### src/rtl/wb_dma_pkg.sv
// -----------------------------------------------------------------------------
// wb_dma_pkg
// Q-Channel definitions shared by the wb_dma power controller (initiator) and
// the device-side Q-Channel wrapper.
//   - q_state_e    : one-hot controller state encoding (5 bits)
//   - Q_*_BIT      : bit positions of each state inside the one-hot vector
//   - q_iface_e    : the six Q-Channel interface states, as observed on the
//                    wires {qreqn, qacceptn, qdeny}
//   - q_iface_decode() : maps the three wires onto q_iface_e
// -----------------------------------------------------------------------------
package wb_dma_pkg;

  // Bit positions inside the one-hot state vector. Outputs are taken from
  // these bits directly so they never decode through combinational logic.
  localparam int Q_RUN_BIT      = 0;
  localparam int Q_REQUEST_BIT  = 1;
  localparam int Q_STOPPED_BIT  = 2;
  localparam int Q_EXIT_BIT     = 3;
  localparam int Q_CONTINUE_BIT = 4;
  localparam int Q_STATE_W      = 5;

  typedef enum logic [Q_STATE_W-1:0] {
    Q_RUN      = 5'b00001,
    Q_REQUEST  = 5'b00010,
    Q_STOPPED  = 5'b00100,
    Q_EXIT     = 5'b01000,
    Q_CONTINUE = 5'b10000
  } q_state_e;

  // Interface-level protocol states, identical on both sides of the channel.
  typedef enum logic [2:0] {
    QI_RUN,       // qreqn=1 qacceptn=1 qdeny=0
    QI_REQUEST,   // qreqn=0 qacceptn=1 qdeny=0
    QI_STOPPED,   // qreqn=0 qacceptn=0 qdeny=0
    QI_EXIT,      // qreqn=1 qacceptn=0 qdeny=0
    QI_DENIED,    // qreqn=0 qacceptn=1 qdeny=1
    QI_CONTINUE,  // qreqn=1 qacceptn=1 qdeny=1
    QI_ILLEGAL    // qacceptn=0 together with qdeny=1
  } q_iface_e;

  function automatic q_iface_e q_iface_decode(input logic qreqn,
                                              input logic qacceptn,
                                              input logic qdeny);
    q_iface_e s;
    s = QI_ILLEGAL;
    unique case ({qreqn, qacceptn, qdeny})
      3'b110:  s = QI_RUN;
      3'b010:  s = QI_REQUEST;
      3'b000:  s = QI_STOPPED;
      3'b100:  s = QI_EXIT;
      3'b011:  s = QI_DENIED;
      3'b111:  s = QI_CONTINUE;
      default: s = QI_ILLEGAL;
    endcase
    return s;
  endfunction

endpackage

### src/rtl/wb_dma_idle_cnt.sv
// -----------------------------------------------------------------------------
// wb_dma_idle_cnt
// Saturating idle-cycle counter with threshold comparator.
//   clk_i      : system clock
//   rst_ni     : synchronous active-low reset
//   run_i      : 1 while the controller is in Q_RUN; counter is held at zero
//                otherwise, so every entry into Q_RUN starts a full period
//   activity_i : system busy; clears the counter
//   thresh_i   : idle threshold, 0 disables the comparator
//   cnt_o      : current idle count
//   hit_o      : count has reached a non-zero threshold
// -----------------------------------------------------------------------------
module wb_dma_idle_cnt #(
  parameter int IDLE_W = 8
) (
  input  logic              clk_i,
  input  logic              rst_ni,
  input  logic              run_i,
  input  logic              activity_i,
  input  logic [IDLE_W-1:0] thresh_i,
  output logic [IDLE_W-1:0] cnt_o,
  output logic              hit_o
);

  logic [IDLE_W-1:0] cnt_q;

  // NOTE: sequential state uses non-blocking (<=) so every flop samples the
  // pre-edge value of its inputs regardless of block evaluation order.
  always_ff @(posedge clk_i) begin
    if (!rst_ni) begin
      cnt_q <= '0;
    end else if (!run_i || activity_i) begin
      cnt_q <= '0;
    end else if (cnt_q != {IDLE_W{1'b1}}) begin
      cnt_q <= cnt_q + IDLE_W'(1);
    end
  end

  // Compared against the live threshold, so lowering it below the current
  // count fires on the very next cycle.
  assign hit_o = (thresh_i != '0) && (cnt_q >= thresh_i);
  assign cnt_o = cnt_q;

endmodule

### src/rtl/wb_dma_qctrl.sv
// -----------------------------------------------------------------------------
// wb_dma_qctrl
// Q-Channel initiator for the wb_dma device. Requests quiescence after a
// programmable idle period, handles accept / deny / wake, and drives the
// device clock-gate enable.
//   clk_i         : system clock (same domain as the device)
//   rst_ni        : synchronous active-low reset
//   pwr_en_i      : auto power-down enable; 0 blocks requests, wakes device
//   idle_thresh_i : idle cycles before a request, 0 disables auto-request
//   activity_i    : system busy indication
//   wake_i        : explicit wake request
//   qreqn_o       : Q-Channel request (active-low), registered
//   qacceptn_i    : device accept (active-low)
//   qdeny_i       : device deny
//   clk_en_o      : device clock-gate enable, low only while stopped
//   stopped_o     : high while in Q_STOPPED
//   deny_cnt_o    : saturating count of denied requests
//   prot_err_o    : sticky illegal-handshake flag
// -----------------------------------------------------------------------------
module wb_dma_qctrl
  import wb_dma_pkg::*;
#(
  parameter int IDLE_W = 8,
  parameter int DENY_W = 8
) (
  input  logic              clk_i,
  input  logic              rst_ni,
  input  logic              pwr_en_i,
  input  logic [IDLE_W-1:0] idle_thresh_i,
  input  logic              activity_i,
  input  logic              wake_i,
  output logic              qreqn_o,
  input  logic              qacceptn_i,
  input  logic              qdeny_i,
  output logic              clk_en_o,
  output logic              stopped_o,
  output logic [DENY_W-1:0] deny_cnt_o,
  output logic              prot_err_o
);

  q_state_e          state_q, state_d;
  logic              qreqn_q;
  logic [DENY_W-1:0] deny_cnt_q;
  logic              prot_err_q;
  logic              deny_inc;
  logic              err_set;
  logic [IDLE_W-1:0] idle_cnt;
  logic              idle_hit;

  wb_dma_idle_cnt #(
    .IDLE_W (IDLE_W)
  ) u_idle_cnt (
    .clk_i      (clk_i),
    .rst_ni     (rst_ni),
    .run_i      (state_q[Q_RUN_BIT]),
    .activity_i (activity_i),
    .thresh_i   (idle_thresh_i),
    .cnt_o      (idle_cnt),
    .hit_o      (idle_hit)
  );

  // NOTE: every signal driven here gets a default first; a path that leaves
  // one unassigned would infer a latch.
  always_comb begin
    state_d  = state_q;
    deny_inc = 1'b0;
    err_set  = 1'b0;
    unique case (state_q)
      Q_RUN: begin
        // A device answer while no request is outstanding is illegal; hold.
        if (!qacceptn_i || qdeny_i) begin
          err_set = 1'b1;
        end else if (pwr_en_i && idle_hit && !activity_i) begin
          state_d = Q_REQUEST;
        end
      end
      Q_REQUEST: begin
        // Request cannot be withdrawn; only the device moves us on.
        if (!qacceptn_i) begin
          state_d = Q_STOPPED;
          err_set = qdeny_i;
        end else if (qdeny_i) begin
          state_d  = Q_CONTINUE;
          deny_inc = 1'b1;
        end
      end
      Q_STOPPED: begin
        if (qdeny_i || qacceptn_i) begin
          err_set = 1'b1;
        end else if (wake_i || activity_i || !pwr_en_i) begin
          state_d = Q_EXIT;
        end
      end
      Q_EXIT: begin
        if (qdeny_i) begin
          err_set = 1'b1;
        end else if (qacceptn_i) begin
          state_d = Q_RUN;
        end
      end
      Q_CONTINUE: begin
        if (!qdeny_i) begin
          state_d = Q_RUN;
        end
      end
      default: state_d = Q_EXIT;
    endcase
  end

  // NOTE: the reset state is Q_EXIT, not Q_RUN: the device comes out of its
  // own reset stopped (qacceptn=0), so the first handshake is an exit.
  always_ff @(posedge clk_i) begin
    if (!rst_ni) begin
      state_q    <= Q_EXIT;
      qreqn_q    <= 1'b1;
      deny_cnt_q <= '0;
      prot_err_q <= 1'b0;
    end else begin
      state_q <= state_d;
      // Registered from the next state so qreqn_o is a single flop output.
      qreqn_q <= !(state_d == Q_REQUEST || state_d == Q_STOPPED);
      if (deny_inc && deny_cnt_q != {DENY_W{1'b1}}) begin
        deny_cnt_q <= deny_cnt_q + DENY_W'(1);
      end
      if (err_set) begin
        prot_err_q <= 1'b1;
      end
    end
  end

  assign qreqn_o    = qreqn_q;
  assign stopped_o  = state_q[Q_STOPPED_BIT];
  assign clk_en_o   = !state_q[Q_STOPPED_BIT];
  assign deny_cnt_o = deny_cnt_q;
  assign prot_err_o = prot_err_q;

endmodule
### config.mk
export PLATFORM = sky130hd
export DESIGN_NAME = wb_dma_qctrl
export DESIGN_NICKNAME = d
export VERILOG_FILES = /design/src/rtl/wb_dma_pkg.sv /design/src/rtl/wb_dma_idle_cnt.sv /design/src/rtl/wb_dma_qctrl.sv
export SDC_FILE = /design/constraint.sdc
export NUM_CORES = 1
export LEC_CHECK = 0
export ABC_AREA = 1
export CORE_ASPECT_RATIO = 0.6
export CORE_MARGIN = 3
export CORE_UTILIZATION = 41
export DETAILED_ROUTE_END_ITERATION = 8
export HOLD_SLACK_MARGIN = 0.15
export PLACE_DENSITY = 0.65
export SLEW_MARGIN = 0
export SYNTH_ARGS = -nofsm -noshare
export SYNTH_HDL_FRONTEND = slang
export SYNTH_SLANG_ARGS = --single-unit
### constraint.sdc
create_clock -name clk_i -period 2.5 [get_ports clk_i]
set_clock_uncertainty 0.15 [all_clocks]
set_input_delay 0.75 -clock clk_i [delete_from_list [all_inputs] [get_ports clk_i]]
set_output_delay 0.75 -clock clk_i [all_outputs]
set_load 0.02 [all_outputs]
Word level (Yosys, flattened, before mapping)
Index checks and enable logic that the tools add are counted.
- bits in registers: 23
- memories: 0
- input bits: 15
- logic and storage cells: 53
- bits in latches: 0
- memory bits (writable): 0
- bits in read-only memories: 0
- equality and inequality tests: 9
- bitwise logic cells: 1
- multiplexer cells: 17
- $lt $le $gt $ge: 1
- divide/modulo/power cells: 0
- $add $sub $neg: 2
- shift operators: 0
- reduce and logical (&&, ||, !) cells: 18
- $mul: 0
- operators with widths (cell ; number):
    2-to-1 mux 5 bit ; 9
    case mux 5 bit (5 select lines) ; 1
    adder 8 x 1 -> 8 bit, second input constant ; 2
    != test 8 bit, second input constant ; 2
    == test 5 x 2 -> 1 bit, second input constant ; 2
    == test 5 x 3 -> 1 bit, second input constant ; 2
    greater-or-equal comparator 8 bit ; 1
    nonzero test 8 bit ; 1
    logical NOT 1 bit ; 6
    logical OR 1 bit ; 6
    2-to-1 mux 1 bit ; 6
    == test 5 x 1 -> 1 bit, second input constant ; 1
    == test 5 x 4 -> 1 bit, second input constant ; 1
    == test 5 bit, second input constant ; 1
    logical AND 1 bit ; 4
    case mux 1 bit (4 select lines) ; 1
    OR reduction 2 bit ; 1
    NOT 1 bit ; 1

Depth between registers and ports, before layout
- depth after elaboration: 10
- gate-level depth with buffers: 12

Modules after synthesis
Synthesis repeated with hierarchy kept, for this count alone.
- cells, all modules: 232
- area, all modules: 1531.5 µm²
- by module, submodules not included (module ; sequential area each (µm²) ; times used ; cells each ; area an instance (µm²)):
    wb_dma_qctrl ; 300.3 ; 1 ; 141 ; 889.6
    wb_dma_idle_cnt ; 160.2 ; 1 ; 91 ; 641.9

Least setup slack after synthesis
No wires, ideal clock.
- path kind: input-to-reg
- from: in idle_thresh_i[7]
- to: reg qreqn_q (netlist: qreqn_o)
- setup time: 121 ps
- cell stages on the path: 9
- path slack: 640 ps
- buffers on the path: 0
- arrival: 1589 ps
- cells stage by stage: inv_1 > ha_1 > nand2_1 > nor2_1 > nand4_1 > nand3_1 > nand2_1 > nand2_1 > nand3_1
- word-level cells in the longest chain between the ends: 10
- elaborated cells between the ends (all ways): 12
- classes of those cells: 1 x order compare; 2 x eq/ne; 3 x mux; 6 x reduce/logical
- RTL lines (item ; RTL line ; RTL):
    start: declaration ; wb_dma_qctrl.sv:29 ; input logic [IDLE_W-1:0] idle_thresh_i,
    greater-or-equal comparator 8 bit / nonzero test 8 bit (equally long branches) ; wb_dma_idle_cnt.sv:41 ; assign hit_o = (thresh_i != '0) && (cnt_q >= thresh_i);
    logical AND 1 bit * ; wb_dma_idle_cnt.sv:41 ;
    logical AND 1 bit * (2 in series) ; wb_dma_qctrl.sv:73 ; end else if (pwr_en_i && idle_hit && !activity_i) begin
    2-to-1 mux 5 bit * ; wb_dma_qctrl.sv:73 ;
    2-to-1 mux 5 bit * ; wb_dma_qctrl.sv:71 ; if (!qacceptn_i || qdeny_i) begin
    case mux 5 bit (5 select lines) * ; wb_dma_qctrl.sv:68 ; unique case (state_q)
    == test 5 x 2 -> 1 bit / == test 5 x 3 -> 1 bit (equally long branches) ; wb_dma_qctrl.sv:121 ; qreqn_q <= !(state_d == Q_REQUEST || state_d == Q_STOPPED);
    logical OR 1 bit * ; wb_dma_qctrl.sv:121 ;
    logical NOT 1 bit * ; wb_dma_qctrl.sv:121 ;
    end signal: assignment ; wb_dma_qctrl.sv:121 ;
    end: declaration ; wb_dma_qctrl.sv:42 ; logic qreqn_q;
Mark *: on every way between the ends. The rest lies on a longest branch, timed or not.
A chain may end at the register's enable or synchronous reset.

Worst setup path in the final report
- from: reg deny_cnt_q[5] (netlist: deny_cnt_o[5])
- to: out deny_cnt_o[5]
- RTL lines (item ; RTL line ; RTL):
    start: declaration ; wb_dma_qctrl.sv:43 ; logic [DENY_W-1:0] deny_cnt_q;
    start signal: assignment ; wb_dma_qctrl.sv:123 ; deny_cnt_q <= deny_cnt_q + DENY_W'(1);
    end: declaration ; wb_dma_qctrl.sv:37 ; output logic [DENY_W-1:0] deny_cnt_o,
No word-level cell between the ends.

==> results.py <==
metrics = {
    "status": {
        "status": "complete, no violations",
    },
    "sta": {
        "max_freq_mhz": 447,
        "tns_ns": 0,
        "holdWs_ns": 0.309,
        "drv_slew": 0,
        "setup_viol": 0,
        "worstMarginPinSlew_ns": 0.323,
        "slew-limit-headroom": 0.784,
        "rsz0062_at_grt": "false",
        "hold_violations": 0,
        "timing.final.crit_share": 0.895,
        "fin_crit_ns": 2.24,
    },
    "run": {
        "cap_violations": 0,
    },
    "yosys": {
        "ys_types": 31,
        "synth_top_area_cell": "dfxtp_1",
        "syn_area_sq_um": 1450,
        "synthTopCellsByCount": "nand2_1, inv_1, nor2_1, dfxtp_1, a21oi_1",
        "synth_warnings": 0,
        "synth-edff-count": 0,
        "synth_most_common_cell": "nand2_1",
        "synth_area_leaders": "dfxtp_1, nand2_1, ha_1",
        "netlist_instances": 209,
        "synth_top_area_frac": 0.318,
        "syn-num-nets": 234,
        "synth_seq_area_share": 0.318,
        "async_flop_share": 0,
        "ys_ff_latch": 23,
        "synthFlopType": "dfxtp_1",
        "syn_avg_cell_area_sq_um": 6.94,
    },
    "cts": {
        "cts_setup_buffers": 0,
        "cts-root-buf": "clkbuf_8",
        "cts_tree": "built",
        "cts-resized-gates": 0,
        "clk_pin_slew_ns": 0.08,
        "clkSinkCount": 23,
        "h-tree-depth": 1,
        "clk_latency_ns": 0.26,
        "clk_path_buf_depth": 2,
        "cts-buffers-inserted": 3,
        "hold_buffers": 0,
    },
    "finish": {
        "synthToLayoutAreaGrowth_pct": 26.0,
        "design_area_sq_um": 1830,
        "antenna-diode-count": 0,
        "multiInputGateArea_sq_um": 837,
        "nets": 267,
        "fill_cells": 341,
        "final-seq-area_sq_um": 460,
        "drive_gt1_frac": 0.112,
    },
    "worst_setup_path": {
        "crit_arrival_ns": 1.34,
        "critPathKind": "flip-flop to output pin",
        "required_ns": 1.60,
        "start_kind": "flip-flop",
        "worst-path-max-fanout": 5,
        "path_cells": "clkdlybuf4s50_1",
        "worstSetupEndpointType": "output pin",
        "path_delay_family": "buffers and inverters",
        "slowest_delay_ns": 0.65,
        "slowest_stage": "clkdlybuf4s50_1",
        "critPathBufInv": 1,
    },
    "die": {
        "die_w_um": 82.8,
        "num_io_pins": 27,
        "die_area_sq_um": 4310,
        "core_area_sq_um": 3320,
        "die_y_um": 52.1,
        "fp-row-count": 16,
        "start_util": 0.436,
    },
    "routing": {
        "via_count": 1333,
        "ant_nets": 0,
        "drc_errors": 0,
        "wl_per_cell_um": 10.8,
        "routed_wl_um": 3090,
        "routed_via_density": 4.66,
        "dr.first_iter.drc_count": 40,
        "dr.pass1.iters": 4,
    },
    "grt": {
        "grt_max_degree": 13,
        "grt_usage": 0.161,
        "gr-total-overflow": 0,
        "grt_pass1_wl_um": 5240,
        "antenna_found_initial": 0,
        "first_global_vias": 1161,
    },
    "placed_design": {
        "numPortBuffers": 26,
        "hpwl_um": 2510,
        "gp_congestion": 0.846,
        "place_area_sq_um": 1780,
    },
    "hold_path": {
        "min_path_type": "flip-flop to flip-flop",
    },
    "pwr": {
        "cellPowerDensity_nw_per_um2": 414,
        "cellLeakagePower_nw": 0.785,
        "max-vdd-ir-drop_mv": 0.281,
    },
}
==> worst paths after layout <==
path | from | to | slack [ns] | depth (start not counted)
worst max-delay path | deny_cnt_o[5] | deny_cnt_o[5] | 0.26 | 1
worst min-delay path | prot_err_o | prot_err_o | 0.31 | 2
worst max register to register | u_idle_cnt.cnt_o[0] | u_idle_cnt.cnt_o[5] | 0.85 | 11
worst min register to register | prot_err_o | prot_err_o | 0.31 | 2
==> final cells by class <==
| cell class | count | area share |
|---|---|---|
| clock buffer | 4 | 0.0247 |
| inverter | 40 | 0.0836 |
| multi-input combinational | 146 | 0.458 |
| sequential | 23 | 0.252 |
| tap | 45 | 0.0308 |
| timing repair buffer | 28 | 0.151 |
==> stage by stage <==
stage	worst slack [ns]	std cells	utilization	power, mW
2_1_floorplan	0.640	209	-	0.475
3_3_place_gp	0.120	282	0.536	0.533
3_5_place_dp	0.0598	282	0.536	0.533
4_1_cts	0.256	286	0.550	0.769
5_1_grt	0.203	286	0.550	0.797
6_report	0.263	286	0.550	0.757
==> layer usage <==
layer / wire length [um] / GRT usage
met4: 10 / 0.0245
met5: 0 / 0
met1: 1850 / 0.263
met3: 109 / 0.0415
met2: 1120 / 0.206
==> flip-flops by register name (all words and copies together), names as in the netlist <==
signal,flops
prot_err_o,1
u_idle_cnt.cnt_o,8
state_q,5
deny_cnt_o,8
qreqn_o,1
==> layout by cell type, fill, tap and decap left out, types with 5 or more instances in the layout <==
cell and count:
nand3_1 10, ha_1 10, nand4_1 8, nand2_2 5, clkdlybuf4s50_1 26, o21ai_0 8
a21oi_1 13, inv_1 33, nor2_1 27, inv_2 5, dfxtp_1 23, nand2_1 38
==> cells by family (layout without fill, tap and decap cells) <==
kind of cell,Yosys count,count (layout),share of synthesized area
flops,23,23,0.318
fa+ha+maj,10,10,0.0863
buf+inv,40,72,0.105
simple gates,99,99,0.332
compound gates,32,32,0.129
xor+xnor,5,5,0.0302
==> power by group <==
part           leakage, nW  internal, mW  switching (mW)
registers            0.186         0.379         0.00822
clock network       0.0228         0.114           0.120
logic                0.576        0.0630          0.0733
total                0.785         0.556           0.201
Note: power is estimated with default switching activity, not from simulation.
